File: config.mk
export PLATFORM = sky130hd
export DESIGN_NAME = wb_stage_multi_flat
export DESIGN_NICKNAME = d
export VERILOG_FILES = /design/src/rtl/wb_pkg.sv /design/src/rtl/wb_stage_multi_if.sv /design/src/rtl/wb_trace_fifo.sv /design/src/rtl/wb_stage_multi.sv /design/src/flat_wrapper.sv
export SDC_FILE = /design/constraint.sdc
export NUM_CORES = 2
export LEC_CHECK = 0
export CORE_ASPECT_RATIO = 0.75
export CORE_MARGIN = 10
export CORE_UTILIZATION = 50
export CTS_CLUSTER_SIZE = 10
export DETAILED_ROUTE_END_ITERATION = 10
export HOLD_SLACK_MARGIN = 0.05
export PLACE_DENSITY = 0.71
export SYNTH_ARGS = -nofsm -noshare
export SYNTH_HDL_FRONTEND = slang
export SYNTH_SLANG_ARGS = --single-unit
File: constraint.sdc
create_clock -name clk -period 4.4 [get_ports clk]
set_input_delay 0.44 -clock clk [delete_from_list [all_inputs] [get_ports clk]]
set_output_delay 0.44 -clock clk [all_outputs]
set_load 0.05 [all_outputs]
File: src/rtl/wb_pkg.sv
// rtl/wb_pkg.sv - shared field widths, lane/trace records and exception codes for the writeback stage
package wb_pkg;
  localparam int PC_W       = 32;
  localparam int DATA_W     = 32;
  localparam int REG_W      = 5;
  localparam int ECODE_W    = 8;
  localparam int CSR_ADDR_W = 14;

  localparam logic [ECODE_W-1:0] ECODE_ADE = 8'h08;
  localparam logic [ECODE_W-1:0] ECODE_ALE = 8'h09;
  localparam logic [ECODE_W-1:0] ECODE_SYS = 8'h0B;
  localparam logic [ECODE_W-1:0] ECODE_BRK = 8'h0C;
  localparam logic [ECODE_W-1:0] ECODE_INE = 8'h0D;

  typedef struct packed {
    logic [PC_W-1:0]   pc;
    logic [REG_W-1:0]  wnum;
    logic [DATA_W-1:0] wdata;
  } trace_t;

  typedef struct packed {
    logic                v;
    logic [PC_W-1:0]     pc;
    logic [DATA_W-1:0]   result;
    logic                gr_we;
    logic [REG_W-1:0]    dest;
    logic                ex;
    logic [ECODE_W-1:0]  ecode;
    logic                esubcode;
    logic [PC_W-1:0]     vaddr;
  } lane_t;

  typedef struct packed {
    logic                  we;
    logic [CSR_ADDR_W-1:0] addr;
    logic [DATA_W-1:0]     wmask;
    logic [DATA_W-1:0]     wdata;
  } csr_t;
endpackage

File: src/rtl/wb_stage_multi_if.sv
// rtl/wb_stage_multi_if.sv - memory-to-writeback bundle handshake
interface wb_stage_multi_if #(parameter int NLANE = 2);
  import wb_pkg::*;

  logic                     mw_valid;
  logic                     w_allowin;
  logic [NLANE-1:0]         mw_lane_v;
  logic [PC_W*NLANE-1:0]    mw_pc;
  logic [DATA_W*NLANE-1:0]  mw_result;
  logic [NLANE-1:0]         mw_gr_we;
  logic [REG_W*NLANE-1:0]   mw_dest;
  logic [NLANE-1:0]         mw_ex;
  logic [ECODE_W*NLANE-1:0] mw_ecode;
  logic [NLANE-1:0]         mw_esubcode;
  logic [PC_W*NLANE-1:0]    mw_vaddr;
  logic                     mw_csr_we;
  logic [CSR_ADDR_W-1:0]    mw_csr_addr;
  logic [DATA_W-1:0]        mw_csr_wmask;
  logic [DATA_W-1:0]        mw_csr_wdata;

  modport master (
    output mw_valid, mw_lane_v, mw_pc, mw_result, mw_gr_we, mw_dest, mw_ex, mw_ecode,
           mw_esubcode, mw_vaddr, mw_csr_we, mw_csr_addr, mw_csr_wmask, mw_csr_wdata,
    input  w_allowin
  );

  modport slave (
    input  mw_valid, mw_lane_v, mw_pc, mw_result, mw_gr_we, mw_dest, mw_ex, mw_ecode,
           mw_esubcode, mw_vaddr, mw_csr_we, mw_csr_addr, mw_csr_wmask, mw_csr_wdata,
    output w_allowin
  );
endinterface

File: src/rtl/wb_trace_fifo.sv
// rtl/wb_trace_fifo.sv - multi-push, single-pop circular trace buffer; pops every cycle it is non-empty
module wb_trace_fifo
  import wb_pkg::*;
#(
  parameter int NLANE = 2,
  parameter int DEPTH = 8,
  localparam int AW   = $clog2(DEPTH),
  localparam int CW   = AW + 1
) (
  input  logic             clk,
  input  logic             rstn,
  input  logic [NLANE-1:0] push_v,
  input  trace_t           push_data [NLANE],
  output trace_t           head,
  output logic             empty,
  output logic [CW-1:0]    free
);
  trace_t        mem_q [DEPTH];
  trace_t        mem_d [DEPTH];
  logic [AW-1:0] wr_q, wr_d, rd_q, rd_d;
  logic [CW-1:0] cnt_q, cnt_d;
  logic          pop;

  assign empty = (cnt_q == '0);
  assign free  = CW'(DEPTH) - cnt_q;
  assign head  = mem_q[rd_q];
  assign pop   = !empty;

  always_comb begin
    mem_d = mem_q;
    wr_d  = wr_q;
    rd_d  = rd_q + AW'(pop);
    cnt_d = cnt_q - CW'(pop);
    // Active lanes pack into consecutive slots in lane order; idle lanes leave no hole.
    for (int i = 0; i < NLANE; i++) begin
      if (push_v[i]) begin
        mem_d[wr_d] = push_data[i];
        wr_d        = wr_d + AW'(1);
        cnt_d       = cnt_d + CW'(1);
      end
    end
  end

  always_ff @(posedge clk) begin
    if (!rstn) begin
      wr_q  <= '0;
      rd_q  <= '0;
      cnt_q <= '0;
    end else begin
      wr_q  <= wr_d;
      rd_q  <= rd_d;
      cnt_q <= cnt_d;
      mem_q <= mem_d;
    end
  end
endmodule

File: src/rtl/wb_stage_multi.sv
// rtl/wb_stage_multi.sv - NLANE-wide in-order writeback: oldest-exception commit, retire count, trace port
module wb_stage_multi
  import wb_pkg::*;
#(
  parameter int NLANE     = 2,
  parameter int DBG_DEPTH = 8,
  parameter int CNT_W     = 32
) (
  input  logic                    clk,
  input  logic                    rstn,
  input  logic                    flush,
  wb_stage_multi_if.slave         mw,
  output logic [NLANE-1:0]        rf_we,
  output logic [REG_W*NLANE-1:0]  rf_waddr,
  output logic [DATA_W*NLANE-1:0] rf_wdata,
  output logic                    ex_valid,
  output logic [ECODE_W-1:0]      ex_ecode,
  output logic                    ex_esubcode,
  output logic [PC_W-1:0]         ex_pc,
  output logic [PC_W-1:0]         ex_vaddr,
  output logic                    csr_we,
  output logic [CSR_ADDR_W-1:0]   csr_addr,
  output logic [DATA_W-1:0]       csr_wmask,
  output logic [DATA_W-1:0]       csr_wdata,
  output logic [CNT_W-1:0]        retire_cnt,
  output logic [PC_W-1:0]         debug_wb_pc,
  output logic [3:0]              debug_wb_rf_we,
  output logic [REG_W-1:0]        debug_wb_rf_wnum,
  output logic [DATA_W-1:0]       debug_wb_rf_wdata
);
  localparam int CW = $clog2(DBG_DEPTH) + 1;
  localparam int KW = $clog2(NLANE + 1);

  lane_t            lane_q [NLANE];
  lane_t            lane_d [NLANE];
  csr_t             csr_q, csr_d;
  logic             w_valid_q, w_valid_d;
  logic [CNT_W-1:0] retire_q, retire_d;
  trace_t           dbg_q, dbg_d;
  logic             dbg_we_q, dbg_we_d;

  logic [CW-1:0]    fifo_free;
  logic             fifo_empty;
  trace_t           fifo_head;
  trace_t           push_data [NLANE];
  logic [NLANE-1:0] push_v;
  logic             ready_go, w_allowin, load, commit;
  logic [KW-1:0]    k, n_retire;

  // Stall until the whole bundle's trace entries are guaranteed a slot.
  assign ready_go     = fifo_free >= CW'(NLANE);
  assign w_allowin    = !w_valid_q || ready_go;
  assign mw.w_allowin = w_allowin;
  assign load         = mw.mw_valid && w_allowin;
  assign commit       = rstn && w_valid_q && ready_go && !flush;

  always_comb begin
    k = KW'(NLANE);
    for (int i = NLANE - 1; i >= 0; i--)
      if (lane_q[i].v && lane_q[i].ex) k = KW'(i);
  end

  always_comb begin
    rf_we       = '0;
    rf_waddr    = '0;
    rf_wdata    = '0;
    n_retire    = '0;
    ex_ecode    = '0;
    ex_esubcode = 1'b0;
    ex_pc       = '0;
    ex_vaddr    = '0;
    for (int i = 0; i < NLANE; i++) begin
      rf_waddr[REG_W*i +: REG_W]   = lane_q[i].dest;
      rf_wdata[DATA_W*i +: DATA_W] = lane_q[i].result;
      push_data[i] = '{pc: lane_q[i].pc, wnum: lane_q[i].dest, wdata: lane_q[i].result};
      if (commit && KW'(i) < k) begin
        rf_we[i] = lane_q[i].v && lane_q[i].gr_we;
        n_retire = n_retire + KW'(lane_q[i].v);
      end
      if (KW'(i) == k) begin
        ex_ecode    = lane_q[i].ecode;
        ex_esubcode = lane_q[i].esubcode;
        ex_pc       = lane_q[i].pc;
        ex_vaddr    = lane_q[i].vaddr;
      end
    end
    push_v   = rf_we;
    ex_valid = commit && (k != KW'(NLANE));
    csr_we   = commit && lane_q[0].v && csr_q.we && (k != '0);
  end

  always_comb begin
    lane_d    = lane_q;
    csr_d     = csr_q;
    w_valid_d = w_valid_q;
    retire_d  = commit ? retire_q + CNT_W'(n_retire) : retire_q;
    if (flush) begin
      w_valid_d = 1'b0;
    end else if (load) begin
      w_valid_d = 1'b1;
      for (int i = 0; i < NLANE; i++) begin
        lane_d[i] = '{v:        mw.mw_lane_v[i],
                      pc:       mw.mw_pc[PC_W*i +: PC_W],
                      result:   mw.mw_result[DATA_W*i +: DATA_W],
                      gr_we:    mw.mw_gr_we[i],
                      dest:     mw.mw_dest[REG_W*i +: REG_W],
                      ex:       mw.mw_ex[i],
                      ecode:    mw.mw_ecode[ECODE_W*i +: ECODE_W],
                      esubcode: mw.mw_esubcode[i],
                      vaddr:    mw.mw_vaddr[PC_W*i +: PC_W]};
      end
      csr_d = '{we: mw.mw_csr_we, addr: mw.mw_csr_addr, wmask: mw.mw_csr_wmask, wdata: mw.mw_csr_wdata};
    end else if (commit) begin
      w_valid_d = 1'b0;
    end
    dbg_we_d = !fifo_empty;
    dbg_d    = fifo_empty ? dbg_q : fifo_head;
  end

  always_ff @(posedge clk) begin
    if (!rstn) begin
      for (int i = 0; i < NLANE; i++) lane_q[i] <= '0;
      csr_q     <= '0;
      w_valid_q <= 1'b0;
      retire_q  <= '0;
      dbg_q     <= '0;
      dbg_we_q  <= 1'b0;
    end else begin
      lane_q    <= lane_d;
      csr_q     <= csr_d;
      w_valid_q <= w_valid_d;
      retire_q  <= retire_d;
      dbg_q     <= dbg_d;
      dbg_we_q  <= dbg_we_d;
    end
  end

  wb_trace_fifo #(.NLANE(NLANE), .DEPTH(DBG_DEPTH)) u_trace_fifo (
    .clk       (clk),
    .rstn      (rstn),
    .push_v    (push_v),
    .push_data (push_data),
    .head      (fifo_head),
    .empty     (fifo_empty),
    .free      (fifo_free)
  );

  assign csr_addr          = csr_q.addr;
  assign csr_wmask         = csr_q.wmask;
  assign csr_wdata         = csr_q.wdata;
  assign retire_cnt        = retire_q;
  assign debug_wb_pc       = dbg_q.pc;
  assign debug_wb_rf_we    = {4{dbg_we_q}};
  assign debug_wb_rf_wnum  = dbg_q.wnum;
  assign debug_wb_rf_wdata = dbg_q.wdata;
endmodule

File: src/flat_wrapper.sv
// flat-port wrapper written by rule: the top's interface ports become plain ports
module wb_stage_multi_flat import wb_pkg::*;
#(
  parameter int NLANE     = 2,
  parameter int DBG_DEPTH = 8,
  parameter int CNT_W     = 32
)
  (clk, rstn, flush, rf_we, rf_waddr, rf_wdata, ex_valid, ex_ecode, ex_esubcode, ex_pc, ex_vaddr, csr_we, csr_addr, csr_wmask, csr_wdata, retire_cnt, debug_wb_pc, debug_wb_rf_we, debug_wb_rf_wnum, debug_wb_rf_wdata, mw_mw_valid, mw_mw_lane_v, mw_mw_pc, mw_mw_result, mw_mw_gr_we, mw_mw_dest, mw_mw_ex, mw_mw_ecode, mw_mw_esubcode, mw_mw_vaddr, mw_mw_csr_we, mw_mw_csr_addr, mw_mw_csr_wmask, mw_mw_csr_wdata, mw_w_allowin);
  wb_stage_multi_if #(.NLANE(NLANE)) mw_i ();
  input  logic clk;
  input  logic rstn;
  input  logic flush;
  output logic [NLANE-1:0] rf_we;
  output logic [REG_W*NLANE-1:0] rf_waddr;
  output logic [DATA_W*NLANE-1:0] rf_wdata;
  output logic ex_valid;
  output logic [ECODE_W-1:0] ex_ecode;
  output logic ex_esubcode;
  output logic [PC_W-1:0] ex_pc;
  output logic [PC_W-1:0] ex_vaddr;
  output logic csr_we;
  output logic [CSR_ADDR_W-1:0] csr_addr;
  output logic [DATA_W-1:0] csr_wmask;
  output logic [DATA_W-1:0] csr_wdata;
  output logic [CNT_W-1:0] retire_cnt;
  output logic [PC_W-1:0] debug_wb_pc;
  output logic [3:0] debug_wb_rf_we;
  output logic [REG_W-1:0] debug_wb_rf_wnum;
  output logic [DATA_W-1:0] debug_wb_rf_wdata;
  input wire logic [$bits(mw_i.mw_valid)-1:0] mw_mw_valid;
  input wire logic [$bits(mw_i.mw_lane_v)-1:0] mw_mw_lane_v;
  input wire logic [$bits(mw_i.mw_pc)-1:0] mw_mw_pc;
  input wire logic [$bits(mw_i.mw_result)-1:0] mw_mw_result;
  input wire logic [$bits(mw_i.mw_gr_we)-1:0] mw_mw_gr_we;
  input wire logic [$bits(mw_i.mw_dest)-1:0] mw_mw_dest;
  input wire logic [$bits(mw_i.mw_ex)-1:0] mw_mw_ex;
  input wire logic [$bits(mw_i.mw_ecode)-1:0] mw_mw_ecode;
  input wire logic [$bits(mw_i.mw_esubcode)-1:0] mw_mw_esubcode;
  input wire logic [$bits(mw_i.mw_vaddr)-1:0] mw_mw_vaddr;
  input wire logic [$bits(mw_i.mw_csr_we)-1:0] mw_mw_csr_we;
  input wire logic [$bits(mw_i.mw_csr_addr)-1:0] mw_mw_csr_addr;
  input wire logic [$bits(mw_i.mw_csr_wmask)-1:0] mw_mw_csr_wmask;
  input wire logic [$bits(mw_i.mw_csr_wdata)-1:0] mw_mw_csr_wdata;
  output wire logic [$bits(mw_i.w_allowin)-1:0] mw_w_allowin;
  assign mw_i.mw_valid = mw_mw_valid;
  assign mw_i.mw_lane_v = mw_mw_lane_v;
  assign mw_i.mw_pc = mw_mw_pc;
  assign mw_i.mw_result = mw_mw_result;
  assign mw_i.mw_gr_we = mw_mw_gr_we;
  assign mw_i.mw_dest = mw_mw_dest;
  assign mw_i.mw_ex = mw_mw_ex;
  assign mw_i.mw_ecode = mw_mw_ecode;
  assign mw_i.mw_esubcode = mw_mw_esubcode;
  assign mw_i.mw_vaddr = mw_mw_vaddr;
  assign mw_i.mw_csr_we = mw_mw_csr_we;
  assign mw_i.mw_csr_addr = mw_mw_csr_addr;
  assign mw_i.mw_csr_wmask = mw_mw_csr_wmask;
  assign mw_i.mw_csr_wdata = mw_mw_csr_wdata;
  assign mw_w_allowin = mw_i.w_allowin;
  wb_stage_multi #(.NLANE(NLANE), .DBG_DEPTH(DBG_DEPTH), .CNT_W(CNT_W)) u_core (.clk(clk), .rstn(rstn), .flush(flush), .mw(mw_i), .rf_we(rf_we), .rf_waddr(rf_waddr), .rf_wdata(rf_wdata), .ex_valid(ex_valid), .ex_ecode(ex_ecode), .ex_esubcode(ex_esubcode), .ex_pc(ex_pc), .ex_vaddr(ex_vaddr), .csr_we(csr_we), .csr_addr(csr_addr), .csr_wmask(csr_wmask), .csr_wdata(csr_wdata), .retire_cnt(retire_cnt), .debug_wb_pc(debug_wb_pc), .debug_wb_rf_we(debug_wb_rf_we), .debug_wb_rf_wnum(debug_wb_rf_wnum), .debug_wb_rf_wdata(debug_wb_rf_wdata));
endmodule
==> metrics.md <==
| Metric | Value |
|---|---|
| Outcome | `finished, final reports clean` |
| Final setup viols | `0` |
| Largest family of logic cells by synthesized area | `multiplexers` |
| Area growth from synthesis to layout | `19.34%` |
| Synth top area share | `0.3262` |
| Vias per cell | `5.799` |
| Compound-Gate Fraction of Synth Area | `0.05787` |
| Post-synth EDFFs | `552` |
| Setup_tns | `0 ns` |
| Die area | `114,900 µm²` |
| Post-synth ARST share | `0` |
| Num ports | `644` |
| Post-CTS Setup Bufs | `0` |
| DR vias | `34,323` |
| Critical path arrival | `between 3 and 4 ns` |
| RSZ-0062 raised after global routing | `no` |
| Clock Sinks | `between 900 and 1,000` |
| Iteration-0 DRC count of the detailed router | `about 2,900` |
| Distinct cells, synth | `56` |
| Share of cells above drive strength 1 | `0.3190` |
| Buf/Inv on CP | `3` |
| Measured slew at the worst slew-check pin | `1.118 ns` |
| Fmax | `248.8 MHz` |
| Crit-path slowest cell | `clkdlybuf4s50_1` |
| Synth Area in Simple Gates | `0.06565` |
| Vias in the first global route | `34,134` |
| Gpl congestion | `0.8365` |
| Post-synthesis xor/xnor area fraction | `0.007585` |
| Root Buffer | `clkbuf_16` |
| Relative slew slack | `0.2549` |
| Total power | `between 0.02 and 0.03 W` |
| Max Clock Skew | `0.03399 ns` |
| Fin crit period | `4.020 ns` |
| Core area | `101,000 µm²` |
| CP Launch Type | `flop` |
| Global-route wire length before repair | `223,800 µm` |
| Clock latency on the worst-skew pair | `0.71 ns` |
| Setup CP Type | `flop to output port` |
| Die height | `between 200 and 300 µm` |
| Main area contributors after synthesis | `edfxtp_1 33%, mux2_2 24%, dfxtp_1 16%, mux4_2 6.1%, nand2_1 4.7%` |
| Post-Synth Adder-Cell Area | `0.003595` |
| Post-Synthesis Cells | `4,186` |
| Pre-antenna DRT Iters | `5` |
| Slew Limit Fails | `0` |
| Power Dens Cells | `442.8 nW/µm²` |
| Fin crit share | `0.9136` |
| Final Hold Vio Count | `0` |
| Seq cells post-synth | `970` |
| Drt total wl | `150,600 µm` |
| Top delay family on crit path | `buffers and inverters` |
| Worst hold path class | `input port to flop` |
| Antenna violations before repair | `6` |
| Mapped Nets | `4,509` |
| GRT Util Overall | `0.2516` |
| DR DRC count | `0` |
| Sequential fraction of the synthesis area | `0.4909` |
| CTS Buf Count | `110` |
| WP data required | `3.96 ns` |
| Synthesized cell area | `50,810 µm²` |
| Clock Tree Buf Depth | `3` |
| Mean Syn Cell Area | `approximately 12 µm²` |
| CTS H-tree depth | `3` |
| Hold-fix buffers, CTS | `0` |
| Max stage delay on crit path | `0.85 ns` |
| Largest net degree at the start of global routing | `roughly 170` |
| Worst-path clk slew | `0.06 ns` |
| Layout Nets | `a little under 5,000` |
| Peak VDD IR | `397.4 µV` |
| Die W | `388.1 µm` |
| TritonCTS clock tree | `yes` |
| Initial Util | `0.5032` |
| Cell chain of the critical path | `inv_1 > ha_1 > xnor2_1 > or3_4 > o21ai_4 > inv_2 > clkdlybuf4s50_1` |
| CP Max Fanout | `13` |
| Max Cap Viol | `0` |
| Pleak | `20.36 nW` |
| Fillers | `around 8,000` |
| DPL Wire Length | `93,190 µm` |
| Synthesis Warnings | `0` |
| I/O Buffers | `between 600 and 700` |
| Setup crit end kind | `output port` |
| Mux contribution to synthesized area | `0.3201` |
| Cts repair resizes | `0` |
| Row count | `101` |
| GRT overflow | `0` |
| DR WL/cell | `25.44 µm` |
| Area leader, netlist | `edfxtp_1` |
| Post-route ant nets | `0` |
| Top_reg_cell synth | `edfxtp_1` |
==> layout by cell type (no fill, tap or decap), drive strengths merged, types with 2 or more instances in the layout <==
cell type / synthesis / layout
a2111oi: 4 / 4
a211oi: 73 / 73
a21o: 2 / 2
a21oi: 316 / 316
a22o: 73 / 73
and2: 7 / 7
and3: 8 / 8
and4: 5 / 5
buf: 278 / 81
clkbuf: 249 / 191
clkdlybuf4s50: 0 / 642
clkinv: 2 / 3
dfxtp: 418 / 418
diode: 0 / 3
edfxtp: 552 / 552
ha: 13 / 13
inv: 11 / 14
mux2: 1105 / 1105
mux2i: 71 / 71
mux4: 138 / 138
nand2: 633 / 633
nand2b: 2 / 2
nand3: 19 / 19
nand3b: 3 / 3
nand4: 9 / 9
nor2: 110 / 110
nor3: 11 / 11
nor3b: 3 / 3
nor4: 4 / 4
o211ai: 3 / 3
o21ai: 3 / 3
or2: 2 / 2
or3: 3 / 3
xnor2: 19 / 19
xor2: 25 / 25
==> registers in the layout, summed over array words and instances (netlist names), 32 cells and up <==
signal,flops
u_core.debug_wb_pc,32
u_core.rf_wdata,64
u_core.csr_wdata,32
u_core.u_trace_fifo.mem_q,552
u_core.lane_q,152
u_core.retire_cnt,32
u_core.debug_wb_rf_wdata,32
u_core.csr_wmask,32
==> power breakdown <==
group	switching [W]	internal [W]
sequential	0.000836	0.0105
clock	0.00364	0.00482
combinational	0.00405	0.00305
total	0.00853	0.0183
==> tightest hold or removal path: cells and delay by family <==
kind | cells | cell delay, ns
compound gates | 1 | 0.05
buf+inv | 1 | 0.39
simple gates | 1 | 0.05
==> per-layer routing <==
metal	vias to the layer above	wire length [µm]	GRT usage
met5	-	0	0
met4	0	2866	0.05466
met3	188	11090	0.06060
met2	1119	70070	0.4032
met1	17232	66550	0.3455
li1	15784	-	-
==> final timing paths <==
check	start	to	slack, ns	cells past startpoint
min reg2reg	u_core.lane_q[36]$_SDFFE_PN0P_	u_core.lane_q[36]$_SDFFE_PN0P_	0.45	2
max reg2reg	u_core.u_trace_fifo.cnt_q[1]$_SDFF_PN0_	u_core.retire_cnt[16]$_SDFFE_PN0P_	0.40	17
min	mw_mw_dest[6]	u_core.rf_waddr[6]$_SDFFE_PN0P_	0.28	3
max	u_core.u_trace_fifo.cnt_q[1]$_SDFF_PN0_	rf_we[0]	0.38	7
==> logic make-up after synthesis <==
family                   count (synthesis)
buffers and inverters                  540
adder cells (fa/ha/maj)                 14
multiplexers                          1314
AO/OA/AOI/OAI                          481
flip-flops                             970
XOR/XNOR                                44
AND/OR/NAND/NOR                        823
==> Yosys cell counts, drive strengths merged, types with 5 or more instances <==
cell and n:
a211oi 73, and4 5, edfxtp 552, inv 11, dfxtp 418, and3 8
xnor2 19, clkbuf 249, nand3 19, a22o 73, buf 278, and2 7
mux4 138, nand2 633, a21oi 316, nand4 9, nor3 11, mux2 1105
xor2 25, mux2i 71, nor2 110, ha 13
==> metrics by stage <==
| stage | instance area, µm² | setup WS (ns) | hold WS (ns) | std cells | util |
|---|---|---|---|---|---|
| floorplan | 50810 | 0.4457 | 0.4317 | 4186 | - |
| global placement | 57420 | 0.5334 | 0.4413 | 5721 | 0.5686 |
| detailed placement | 57420 | 0.4316 | 0.4457 | 5721 | 0.5686 |
| CTS | 60630 | 0.3055 | 0.2298 | 5916 | 0.6005 |
| global route | 60630 | 0.09326 | 0.2402 | 5918 | 0.6005 |
| finish | 60640 | 0.3800 | 0.2780 | 5919 | 0.6005 |
==> cell type report <==
type	instances	area (µm²)	share of cell area
Tap cell	1339	1675	0.02763
Clock inverter	4	53.80	0.0008873
Antenna cell	3	7.507	0.0001238
Inverter	13	56.30	0.0009285
Sequential cell	970	24960	0.4116
Multi-Input combinational cell	2676	23260	0.3836
Timing Repair Buffer	723	7467	0.1231
Clock buffer	191	3161	0.05212
Note: power is estimated with default switching activity, not from simulation.
